## src/rtl/disp_scan_ctrl.sv

```systemverilog
// disp_scan_ctrl
//   Time-multiplexed scan controller for an 8-digit seven-segment display.
//   Steps the digit index presented to an external digit mux. After a
//   blanking interval it latches the returned code, decodes it to active-low
//   segments and drives one active-low anode. Per-digit blink and
//   decimal-point masks are applied on top of the decoded pattern.
//
// Ports
//   clk         system clock
//   rst         asynchronous reset, active-high
//   en          scan enable; 0 blanks the display and parks on digit 0
//   num[10:0]   digit code from the digit mux for the current light
//   blink_mask  bit i=1: digit i blinks
//   dp_mask     bit i=1: decimal point lit on digit i
//   light[2:0]  digit index to the digit mux, 0 = leftmost
//   an[7:0]     anodes, active-low, digit i on an[7-i]
//   seg[7:0]    segments, active-low {dp,g,f,e,d,c,b,a}
//   frame_tick  one-cycle pulse in the last cycle of digit 7's slot
//
// state | meaning
// ------+-----------------------------------------------------------
// BLANK | sc < BLANK_CYC: anodes off, light settling the digit mux
// SHOW  | sc >= BLANK_CYC: one anode on, segments from latched code
module disp_scan_ctrl #(
  parameter int DIV_SCAN  = 100000,
  parameter int BLANK_CYC = 200,
  parameter int BLINK_DIV = 25000000
) (
  input  logic        clk,
  input  logic        rst,
  input  logic        en,
  input  logic [10:0] num,
  input  logic [7:0]  blink_mask,
  input  logic [7:0]  dp_mask,
  output logic [2:0]  light,
  output logic [7:0]  an,
  output logic [7:0]  seg,
  output logic        frame_tick
);

  localparam int SC_W = $clog2(DIV_SCAN);
  localparam int BC_W = $clog2(BLINK_DIV);

  localparam logic [SC_W-1:0] SC_LAST = SC_W'(DIV_SCAN - 1);
  localparam logic [SC_W-1:0] SC_CAP  = SC_W'(BLANK_CYC - 1);
  localparam logic [BC_W-1:0] BC_LAST = BC_W'(BLINK_DIV - 1);

  localparam logic [0:0] ST_BLANK = 1'b0;
  localparam logic [0:0] ST_SHOW  = 1'b1;

  logic [SC_W-1:0] sc, sc_n;
  logic [2:0]      light_n;
  logic [0:0]      state, state_n;
  logic            idle, idle_n;
  logic [10:0]     code, code_n;
  logic [BC_W-1:0] bc, bc_n;
  logic            ph, ph_n;
  logic [7:0]      an_n, seg_n;
  logic            ft_n;
  logic            cap;
  logic            blanked;

  // Codes 0-9 are digits, 11 is a dash, everything else is blank.
  function automatic logic [6:0] seg_decode(input logic [10:0] c);
    logic [6:0] s;
    case (c)
      11'd0:   s = 7'b1000000;
      11'd1:   s = 7'b1111001;
      11'd2:   s = 7'b0100100;
      11'd3:   s = 7'b0110000;
      11'd4:   s = 7'b0011001;
      11'd5:   s = 7'b0010010;
      11'd6:   s = 7'b0000010;
      11'd7:   s = 7'b1111000;
      11'd8:   s = 7'b0000000;
      11'd9:   s = 7'b0010000;
      11'd11:  s = 7'b0111111;
      default: s = 7'b1111111;
    endcase
    return s;
  endfunction

  // Outputs are computed from the next-state values and registered, so
  // an/seg/frame_tick always line up with the sc/light/state registers.
  always_comb begin
    sc_n    = sc;
    light_n = light;
    state_n = state;
    idle_n  = idle;
    cap     = 1'b0;

    if (!en) begin
      idle_n  = 1'b1;
      sc_n    = '0;
      light_n = 3'd0;
      state_n = ST_BLANK;
    end else if (idle) begin
      // First enabled edge after reset or en=0 opens a fresh digit-0 slot.
      idle_n  = 1'b0;
      sc_n    = '0;
      light_n = 3'd0;
      state_n = ST_BLANK;
    end else if (sc == SC_LAST) begin
      sc_n    = '0;
      light_n = light + 3'd1;
      state_n = ST_BLANK;
    end else begin
      sc_n = sc + 1'b1;
      if (state == ST_BLANK && sc == SC_CAP) begin
        state_n = ST_SHOW;
        cap     = 1'b1;
      end
    end

    code_n = cap ? num : code;

    if (bc == BC_LAST) begin
      bc_n = '0;
      ph_n = ~ph;
    end else begin
      bc_n = bc + 1'b1;
      ph_n = ph;
    end

    an_n    = 8'hFF;
    seg_n   = 8'hFF;
    blanked = ph_n & blink_mask[light_n];
    if (state_n == ST_SHOW) begin
      an_n = ~(8'h80 >> light_n);
      if (!blanked)
        seg_n = {~dp_mask[light_n], seg_decode(code_n)};
    end

    ft_n = (state_n == ST_SHOW) && (light_n == 3'd7) && (sc_n == SC_LAST);
  end

  always_ff @(posedge clk or posedge rst) begin
    if (rst) begin
      sc         <= '0;
      light      <= 3'd0;
      state      <= ST_BLANK;
      idle       <= 1'b1;
      code       <= '0;
      bc         <= '0;
      ph         <= 1'b0;
      an         <= 8'hFF;
      seg        <= 8'hFF;
      frame_tick <= 1'b0;
    end else begin
      sc         <= sc_n;
      light      <= light_n;
      state      <= state_n;
      idle       <= idle_n;
      code       <= code_n;
      bc         <= bc_n;
      ph         <= ph_n;
      an         <= an_n;
      seg        <= seg_n;
      frame_tick <= ft_n;
    end
  end

endmodule

```

## config.mk

```make
export PLATFORM = sky130hd
export DESIGN_NAME = disp_scan_ctrl
export DESIGN_NICKNAME = d
export VERILOG_FILES = /design/src/rtl/disp_scan_ctrl.sv
export SDC_FILE = /design/constraint.sdc
export NUM_CORES = 1
export LEC_CHECK = 0
export ABC_AREA = 1
export CAP_MARGIN = 30
export CORE_MARGIN = 8
export CORE_UTILIZATION = 45
export DETAILED_ROUTE_END_ITERATION = 7
export PLACE_DENSITY = 0.76
export SYNTH_ARGS = -nofsm -noshare
export SYNTH_HDL_FRONTEND = slang
export SYNTH_SLANG_ARGS = --single-unit
```

## constraint.sdc

```tcl
create_clock -name clk -period 2.85 [get_ports clk]
set_input_delay 0.4275 -clock clk [delete_from_list [all_inputs] [get_ports clk]]
set_output_delay 0.4275 -clock clk [all_outputs]
set_load 0.05 [all_outputs]
```

; After elaboration in Yosys (flattened, before gate mapping)
; Memory sizes are Yosys's and may differ from the RTL's.
; Cells that the tools add are included.
[word_totals]
ff_bits = 76
romBits = 112
input_bits = 30
out_inout_bits = 20
wordCells = 56
n_memories = 1
[mem_list]
columns = memory, words, word_bits, rd, rd_clocked_by_memory_dff, wr, line
row1 = (name not given), 16, 7, 1, 0, 0, 66  ; case (c)
[classes]
add_sub_neg = 3
n_lt_le_gt_ge = 1
eq_ne = 5
shifts = 1
n_mux = 26
bitwise_logic = 5
n_reduce_logical = 4
[op_table]
columns = operator, count
row1 = two-way mux 17 bit, 3
row2 = "== test 17 bit, second input constant", 2
row3 = "adder 25 x 1 -> 25 bit, second input constant", 1
row4 = "== test 25 bit, second input constant", 1
row5 = two-way mux 25 bit, 1
row6 = two-way mux 8 bit, 3
row7 = "adder 17 x 1 -> 17 bit, second input constant", 1
row8 = "== test 17 x 8 -> 1 bit, second input constant", 1
row9 = two-way mux 1 bit, 12
row10 = two-way mux 11 bit, 1
row11 = two-way mux 3 bit, 3
row12 = NOT 8 bit, 1
row13 = "right shift 8 x 3 -> 8 bit, first input constant", 1
row14 = zero test 7 bit, 1
row15 = two-way mux 7 bit, 1
row16 = binary-select mux 1 bit (select 3 bit), 2
row17 = "< comparator 3 x 4 -> 1 bit, second input constant", 1
row18 = "adder 3 x 1 -> 3 bit, second input constant", 1
row19 = "== test 3 bit, second input constant", 1
row20 = logical AND 1 bit, 3
row21 = NOT 1 bit, 3
row22 = AND 1 bit, 1

; Longest topological paths before layout
; Gate-level depths: netlist (run 1).
[depth]
word_depth = 11
depth_mapped = 16
ltp_nobuf = 15

; Worst setup path before layout (run 1)
; No wires, ideal clock.
[synth_path]
path_kind = reg-to-reg
startpoint = register sc[0]
endpoint = register seg[3]
setup_ns = 0.081
arrival_time_ns = 2.303
required_time_ns = 2.769
path_slack_ns = 0.467
path_stages_with_launch = 15
n_path_buf = 1
synth_period_minus_slack_ns = 2.383
cell_sequence = dfrtp_1 > ha_1 > nand2_2 > inv_2 > nand2_2 > nor2_2 > nand3_2 > buf_6 > o21ai_0 > inv_1 > ha_1 > nor2_1 > nor2_1 > nor2_1 > nand2_1
[synth_via]
elab_chain_cells = 11
elab_cells_between_ends = 23
cone_classes = 2 x eq/ne / 17 x mux / 1 x bitwise / 2 x reduce/logical / 1 x memory
[synth_rtl]
columns = item, line
row1 = from (decl), 51  ; logic [SC_W-1:0] sc, sc_n;
row2 = from (signal assigned), 150  ; sc <= sc_n;
row3 = == test 17 x 8 -> 1 bit, 109  ; if (state == ST_BLANK && sc == SC_CAP) begin
row4 = logical AND 1 bit, 109
row5 = two-way mux 1 bit, 109
row6 = two-way mux 1 bit *, 103  ; end else if (sc == SC_LAST) begin
row7 = two-way mux 1 bit *, 97  ; end else if (idle) begin
row8 = two-way mux 1 bit *, 92  ; if (!en) begin
row9 = two-way mux 11 bit *, 115  ; code_n = cap ? num : code;
row10 = via code_n[0], 55  ; logic [10:0] code, code_n;
row11 = memory read (16 x 7 bit) *, --
row12 = two-way mux 7 bit *, 66
row13 = two-way mux 8 bit *, 130  ; if (!blanked)
row14 = two-way mux 8 bit *, 128  ; if (state_n == ST_SHOW) begin
row15 = via seg_n[3], 58  ; logic [7:0] an_n, seg_n;
row16 = to (signal assigned), 158  ; seg <= seg_n;
row17 = to (decl), 37  ; output logic [7:0] seg,
; The timed path passes the listed nets; every way through them passes the cells marked *. The select of a mux whose other input is x is not followed.

; Worst setup path in the final report (run 1)
; Same ends and word-level chain as after synthesis.

==> metrics.md, run 1 <==
| Metric | Value |
|---|---|
| Worst-path clk slew | `80 ps` |
| Nets@finish | `645` |
| Syn Inst Count | `545` |
| Chip height | `112 µm` |
| Port Buffer Count | `49` |
| Residual DRC | `0` |
| CTS resizes | `0` |
| Ports | `50` |
| Number of hold buffers added after CTS | `0` |
| Clock Skew | `8.62 ps` |
| WL final | `9240 µm` |
| Core area | `9110 µm²` |
| Depth of the CTS H-tree | `3` |
| Die W | `112 µm` |
| FMAX | `426 MHz` |
| HPWL Detailed | `7140 µm` |
| Final hold violation count | `0` |
| Mapped Area | `4170 µm²` |
| LEAKAGE | `2.44 nW` |
| Critical-path top delay cell | `dfrtp_1` |
| Share of cells above drive strength 1 | `11.8%` |
| Seq/Total Area, Yosys | `46.2%` |
| Number of global-route vias before repair | `3,545` |
| Met1 layer usage reported by global route | `19.4%` |
| Period minus WS final | `2340 ps` |
| Postcts setup bufs | `0` |
| PwrDens | `375 nW/µm²` |
| Worst Tran Pin Value | `546 ps` |
| Setup tns final | `0 ps` |
| Critical Path End Type | `flop` |
| Row count | `35` |
| Cts bufs inserted | `9` |
| Period utilization | `82.3%` |
| Peak supply drop | `0.194 mV` |
| Die Area | `12,600 µm²` |
| Non-filler instance count after layout | `722` |
| Antenna violations before repair | `0` |
| CTS tree | `done` |
| Post-synthesis area per instance | `7.64 µm²` |
| Critical path's most frequent cell | `nor2_1` |
| Routed Antenna Nets | `0` |
| Root Buffer | `clkbuf_8` |
| R2r startpoint | `sc[0]` |
| Final Cell Area | `4960 µm²` |
| Dpl cells | `706` |
| Critical Path RT | `3120 ps` |
| Wire length of the first global-routing pass | `16,000 µm` |
| Reg2Reg Depth | `13` |
| Total grt overflow | `0` |
| Critical-path cell list | `ha_1 -> nand2_2 -> inv_2 -> nand2_2 -> nor2_2 -> nand3_2 -> o21ai_0 -> inv_1 -> ha_1 -> nor2_1 -> nor2_1 -> nor2_1 -> nand2_1` |
| Initial DRC Count | `166` |
| First-pass DRT Iterations | `5` |
| Worst path max stage delay | `460 ps` |
| CP bufs+invs | `2` |
| Largest net degree at the start of global routing | `52` |
| WS Path Type | `reg -> reg` |
| Vias per cell | `5.08` |
| Busiest layer in global routing | `met2` |
| Top fanout value on the critical path | `6` |
| Clk_lat worst skew | `340 ps` |
| Status | `completed` |
| Worst reg2reg path endpoint | `seg[3]` |
| Fin. max-slew vios | `0` |
| Slew HR | `63.6%` |
| Dpl cell area | `4810 µm²` |
| R2R Setup Slk | `510 ps` |
| Syn. warnings | `0` |
| Initial Util | `45.7%` |
| Distinct cells, synth | `34` |
| Grt met2 use | `25.6%` |
| Met3 GRT Util | `3.06%` |
| N_diodes | `0` |
| Area Growth Syn to Fin | `19.1%` |
| Clk sinks | `76` |
| Tot GR Track Use | `15.3%` |
| Yosys reg bits | `76` |
| Vias | `3,670` |
| RSZ-0062 raised after global routing | `no` |
| Arr. time, crit path | `2610 ps` |
| FILL cells | `823` |
| Routed wire length per instance | `12.8 µm` |
| GP Congestion | `0.892` |
| Crit-path leading delay family | `simple AND/OR/NAND/NOR gates` |
| CTS max path bufs | `2` |
| Pwr Total | `1.86 mW` |
| Min-delay worst type | `in -> async` |
| Synthesized Nets | `584` |
| Finish-stage setup viols | `0` |
| Startpoint class of the critical path | `flop` |
| Max_cap viols | `0` |
per-stage QoR:
step                      utilization [%]  hold WS (ps)  setup WS (ps)
final                                54.5           460            505
after global routing                 54.5           495            264
after CTS                            54.5           466            511
after detailed placement             52.8           456            375
after global placement               52.8           444            415
after floorplan                         -           433            467
report_power, final:
| group | total, mW | internal (mW) | switching [mW] | leakage (nW) |
|---|---|---|---|---|
| Combinational | 0.0911 | 0.0451 | 0.0460 | 1.38 |
| Clock | 0.686 | 0.314 | 0.372 | 0.0812 |
| Sequential | 1.08 | 1.08 | 0.00194 | 0.977 |
| Total | 1.86 | 1.44 | 0.420 | 2.44 |
layer usage:
layer  part of all wire (%)  up-vias
li1                       -     1831
met1                     46     1714
met2                     47      114
met3                    5.7       11
met4                    1.2        0
met5                      0        -
sequential cells by signal, summed over array words and instances (netlist names), 3 cells and up:
name   count
an         8
sc        17
bc        25
code      11
light      3
seg        8
final cells by class:
| class | instances | area (µm²) | share of cell area (%) |
|---|---|---|---|
| well taps | 111 | 139 | 2.80 |
| clock inverters | 3 | 15.0 | 0.303 |
| flip-flops and latches | 76 | 1920 | 38.8 |
| repair buffers | 55 | 548 | 11.0 |
| multi-input cells | 359 | 1800 | 36.3 |
| inverters | 105 | 395 | 7.97 |
| clock buffers | 13 | 139 | 2.80 |
how the worst max path moves through the flow:
stage          startpoint         end  slack, ps  depth (start not counted)
5_1_grt             sc[0]  frame_tick        260                         11
2_1_floorplan       sc[0]      seg[3]        470                         14
3_3_place_gp           en      seg[0]        420                         13
6_report            sc[0]      seg[3]        510                         13
3_5_place_dp           en      seg[0]        380                         13
4_1_cts             sc[0]      seg[0]        510                         15
Yosys cell counts (all sizes together):
cell | number | share of area, %
nand2 | 128 | 12
inv | 104 | 9.4
nor2 | 88 | 8.8
dfrtp | 59 | 35
nand3 | 32 | 4.4
o21ai | 32 | 4.5
nand4 | 21 | 3.3
dfstp | 17 | 11
a21oi | 13 | 1.6
nor3 | 12 | 1.4
ha | 9 | 2.7
xor2 | 8 | 1.7
buf | 5 | 1.1
a211oi | 3 | 0.54
nor4 | 3 | 0.45
a31oi | 2 | 0.30
o211ai | 2 | 0.36
xnor2 | 2 | 0.42
a21o | 1 | 0.18
and3 | 1 | 0.15
clkinv | 1 | 0.12
nand3b | 1 | 0.18
o211a | 1 | 0.24
cell families (layout without fill, tap and decap cells):
group	count (synthesis)	after routing	synth area share, %
AND/OR/NAND/NOR	286	286	30.8
adder cells (fa/ha/maj)	9	9	2.70
buffers and inverters	110	176	10.6
XOR/XNOR	10	10	2.10
flip-flops	76	76	46.2
AO/OA/AOI/OAI	54	54	7.66
layout by cell type (no fill, tap or decap), types with 2 or more instances in the layout:
| cell type | instances |
|---|---|
| a21oi_1 | 13 |
| nand3_1 | 27 |
| o21ai_4 | 2 |
| clkinv_2 | 4 |
| nand4_1 | 20 |
| nand2_2 | 7 |
| nand3_2 | 5 |
| o211ai_1 | 2 |
| inv_1 | 97 |
| clkdlybuf4s50_1 | 49 |
| nor2_1 | 75 |
| a211oi_1 | 3 |
| nor3_1 | 12 |
| dfrtp_1 | 59 |
| o21ai_1 | 11 |
| nor2_2 | 12 |
| xor2_1 | 8 |
| inv_2 | 7 |
| a31oi_1 | 2 |
| nor4_1 | 3 |
| o21ai_0 | 18 |
| nand2_1 | 121 |
| ha_1 | 9 |
| clkbuf_8 | 9 |
| xnor2_1 | 2 |
| buf_4 | 5 |
| dfstp_2 | 17 |
| clkbuf_1 | 4 |
Power figures use the tool's default switching activity.
==> inputs of run 2 (changes only) <==
Clock period 2.85 ns to 2.31 ns, I/O delays scaled along.
==> run 2 against run 1 <==
  * Wire length increased by 0.35%
  * Register-to-register slack got worse by 290 ps
  * Power increased by 27%
  * Clock skew decreased by 1.1 ps
  * Hold slack got worse by 50 ps
  * Non-clock buffer count increased by 14
  * Final cell count increased by 1.9%
  * Global-route usage about the same
  * Utilization increased by 1.3 points
  * Via count about the same
  * Maximum frequency increased by 12%
  * Largest cell class unchanged
  * Largest power group unchanged
==> metrics.md, run 2 (synthesis gave the netlist of run 1 again) <==
| Metric | Value |
|---|---|
| Routed wire length per instance | `12.6 µm` |
| Row count | `35` |
| R2r startpoint | `sc[1]` |
| Pwr Total | `2.36 mW` |
| Largest register FFs | `25` |
| Setup tns final | `0 ps` |
| Number of hold buffers added after CTS | `0` |
| R2R Setup Slk | `210 ps` |
| Commonest non-fill, non-tap cells in the layout | `nand2_1, inv_1, nor2_1` |
| RSZ-0062 raised after global routing | `no` |
| Worst Tran Pin Value | `519 ps` |
| Critical-path top delay cell | `dfrtp_1` |
| N_diodes | `0` |
| Number of global-route vias before repair | `3,618` |
| Initial Util | `45.7%` |
| Biggest regs | `bc: 25 flops, sc: 17 flops, code: 11 flops` |
| Critical path's most frequent cell | `nor2_1` |
| Area Growth Syn to Fin | `22.0%` |
| Critical path launch point | `sc[1]` |
| PwrDens | `464 nW/µm²` |
| CTS resizes | `0` |
| Critical Path End Type | `flop` |
| Postcts setup bufs | `0` |
| Slew HR | `65.3%` |
| Finish-stage setup viols | `0` |
| Commonest non-fill, non-tap cell in the layout | `nand2_1` |
| Reg2Reg Depth | `13` |
| Peak supply drop | `0.247 mV` |
| Root Buffer | `clkbuf_8` |
| Routed Antenna Nets | `0` |
| Initial DRC Count | `193` |
| Cts bufs inserted | `9` |
| Clk_lat worst skew | `350 ps` |
| FMAX | `477 MHz` |
| Port Buffer Count | `49` |
| Min-delay worst type | `in -> async` |
| Critical Path RT | `2590 ps` |
| Vias | `3,672` |
| Period utilization | `90.7%` |
| Crit-path leading delay family | `simple AND/OR/NAND/NOR gates` |
| Period minus WS final | `2100 ps` |
| Fin. max-slew vios | `0` |
| Arr. time, crit path | `2370 ps` |
| HPWL Detailed | `7220 µm` |
| Max_cap viols | `0` |
| Worst path max stage delay | `360 ps` |
| Startpoint class of the critical path | `flop` |
| Die Area | `12,600 µm²` |
| Wire length of the first global-routing pass | `16,000 µm` |
| Crit path to | `seg[3]` |
| First-pass DRT Iterations | `4` |
| Worst-path clk slew | `80 ps` |
| Core area | `9110 µm²` |
| Total grt overflow | `0` |
| Top reg by flops | `bc` |
| GP Congestion | `0.913` |
| Share of cells above drive strength 1 | `14.1%` |
| Clock Skew | `7.53 ps` |
| CTS max path bufs | `2` |
| Largest net degree at the start of global routing | `77` |
| Die W | `112 µm` |
| Worst reg2reg path endpoint | `seg[3]` |
| WL final | `9270 µm` |
| Ports | `50` |
| Critical-path cell list | `ha_1 -> nand2_2 -> inv_2 -> nand2_2 -> nor2_2 -> nand3_2 -> o21ai_1 -> inv_1 -> ha_1 -> nor2_1 -> nor2_1 -> nor2_1 -> nand2_1` |
| LEAKAGE | `2.51 nW` |
| Clk sinks | `76` |
| Status | `completed` |
| WS Path Type | `reg -> reg` |
| Nets@finish | `659` |
| Vias per cell | `4.99` |
| Antenna violations before repair | `0` |
| CTS tree | `done` |
| Depth of the CTS H-tree | `3` |
| Tot GR Track Use | `15.3%` |
| Residual DRC | `0` |
| Chip height | `112 µm` |
| Top fanout value on the critical path | `6` |
| CP bufs+invs | `2` |
| WP depth | `13` |
| Final hold violation count | `0` |
[run 2: report_power, final]
part / switching [mW] / internal (mW) / leakage [nW]
Sequential: 0.00109 / 1.33 / 0.977
Combinational: 0.0586 / 0.0612 / 1.45
Clock: 0.486 / 0.417 / 0.0824
Total: 0.546 / 1.81 / 2.51
[run 2: worst min-delay path by stage]
stage | cells after the start | startpoint | slack (ps) | to
after detailed placement | 1 | bc[0] | 460 | bc[0]
after CTS | 3 | rst | 420 | sc[8]
final | 3 | rst | 410 | sc[16]
after floorplan | 1 | en | 380 | idle
after global routing | 3 | rst | 440 | sc[14]
after global placement | 1 | bc[0] | 450 | bc[0]
[run 2: stage by stage]
step	util, %	cells	hold slack, ps	setup slack [ps]	area (µm²)
after floorplan	-	545	384	53.3	4170
after global placement	53.9	720	450	90.9	4910
after detailed placement	53.9	720	460	41.2	4910
after CTS	55.8	736	415	205	5080
after global routing	55.8	736	442	0.187	5080
final	55.8	736	410	214	5080
[run 2: layout make-up]
class	count	area (µm²)
inverters	105	395
clock inverters	4	25.0
flip-flops and latches	76	1920
multi-input cells	359	1800
clock buffers	12	145
repair buffers	69	653
fillers	865	4030
well taps	111	139
[run 2: tightest hold or removal path, delay by kind of cell]
kind                   cells  cell delay (ps)
buffers and inverters      3              810
[run 2: metal layers]
metal / track usage (%) / up-vias / share of wire [%]
met5: 0 / - / 0
met4: 5.40 / 0 / 1.7
met3: 4.03 / 13 / 6.0
met2: 25.0 / 107 / 47
met1: 19.1 / 1700 / 45
li1: - / 1852 / -
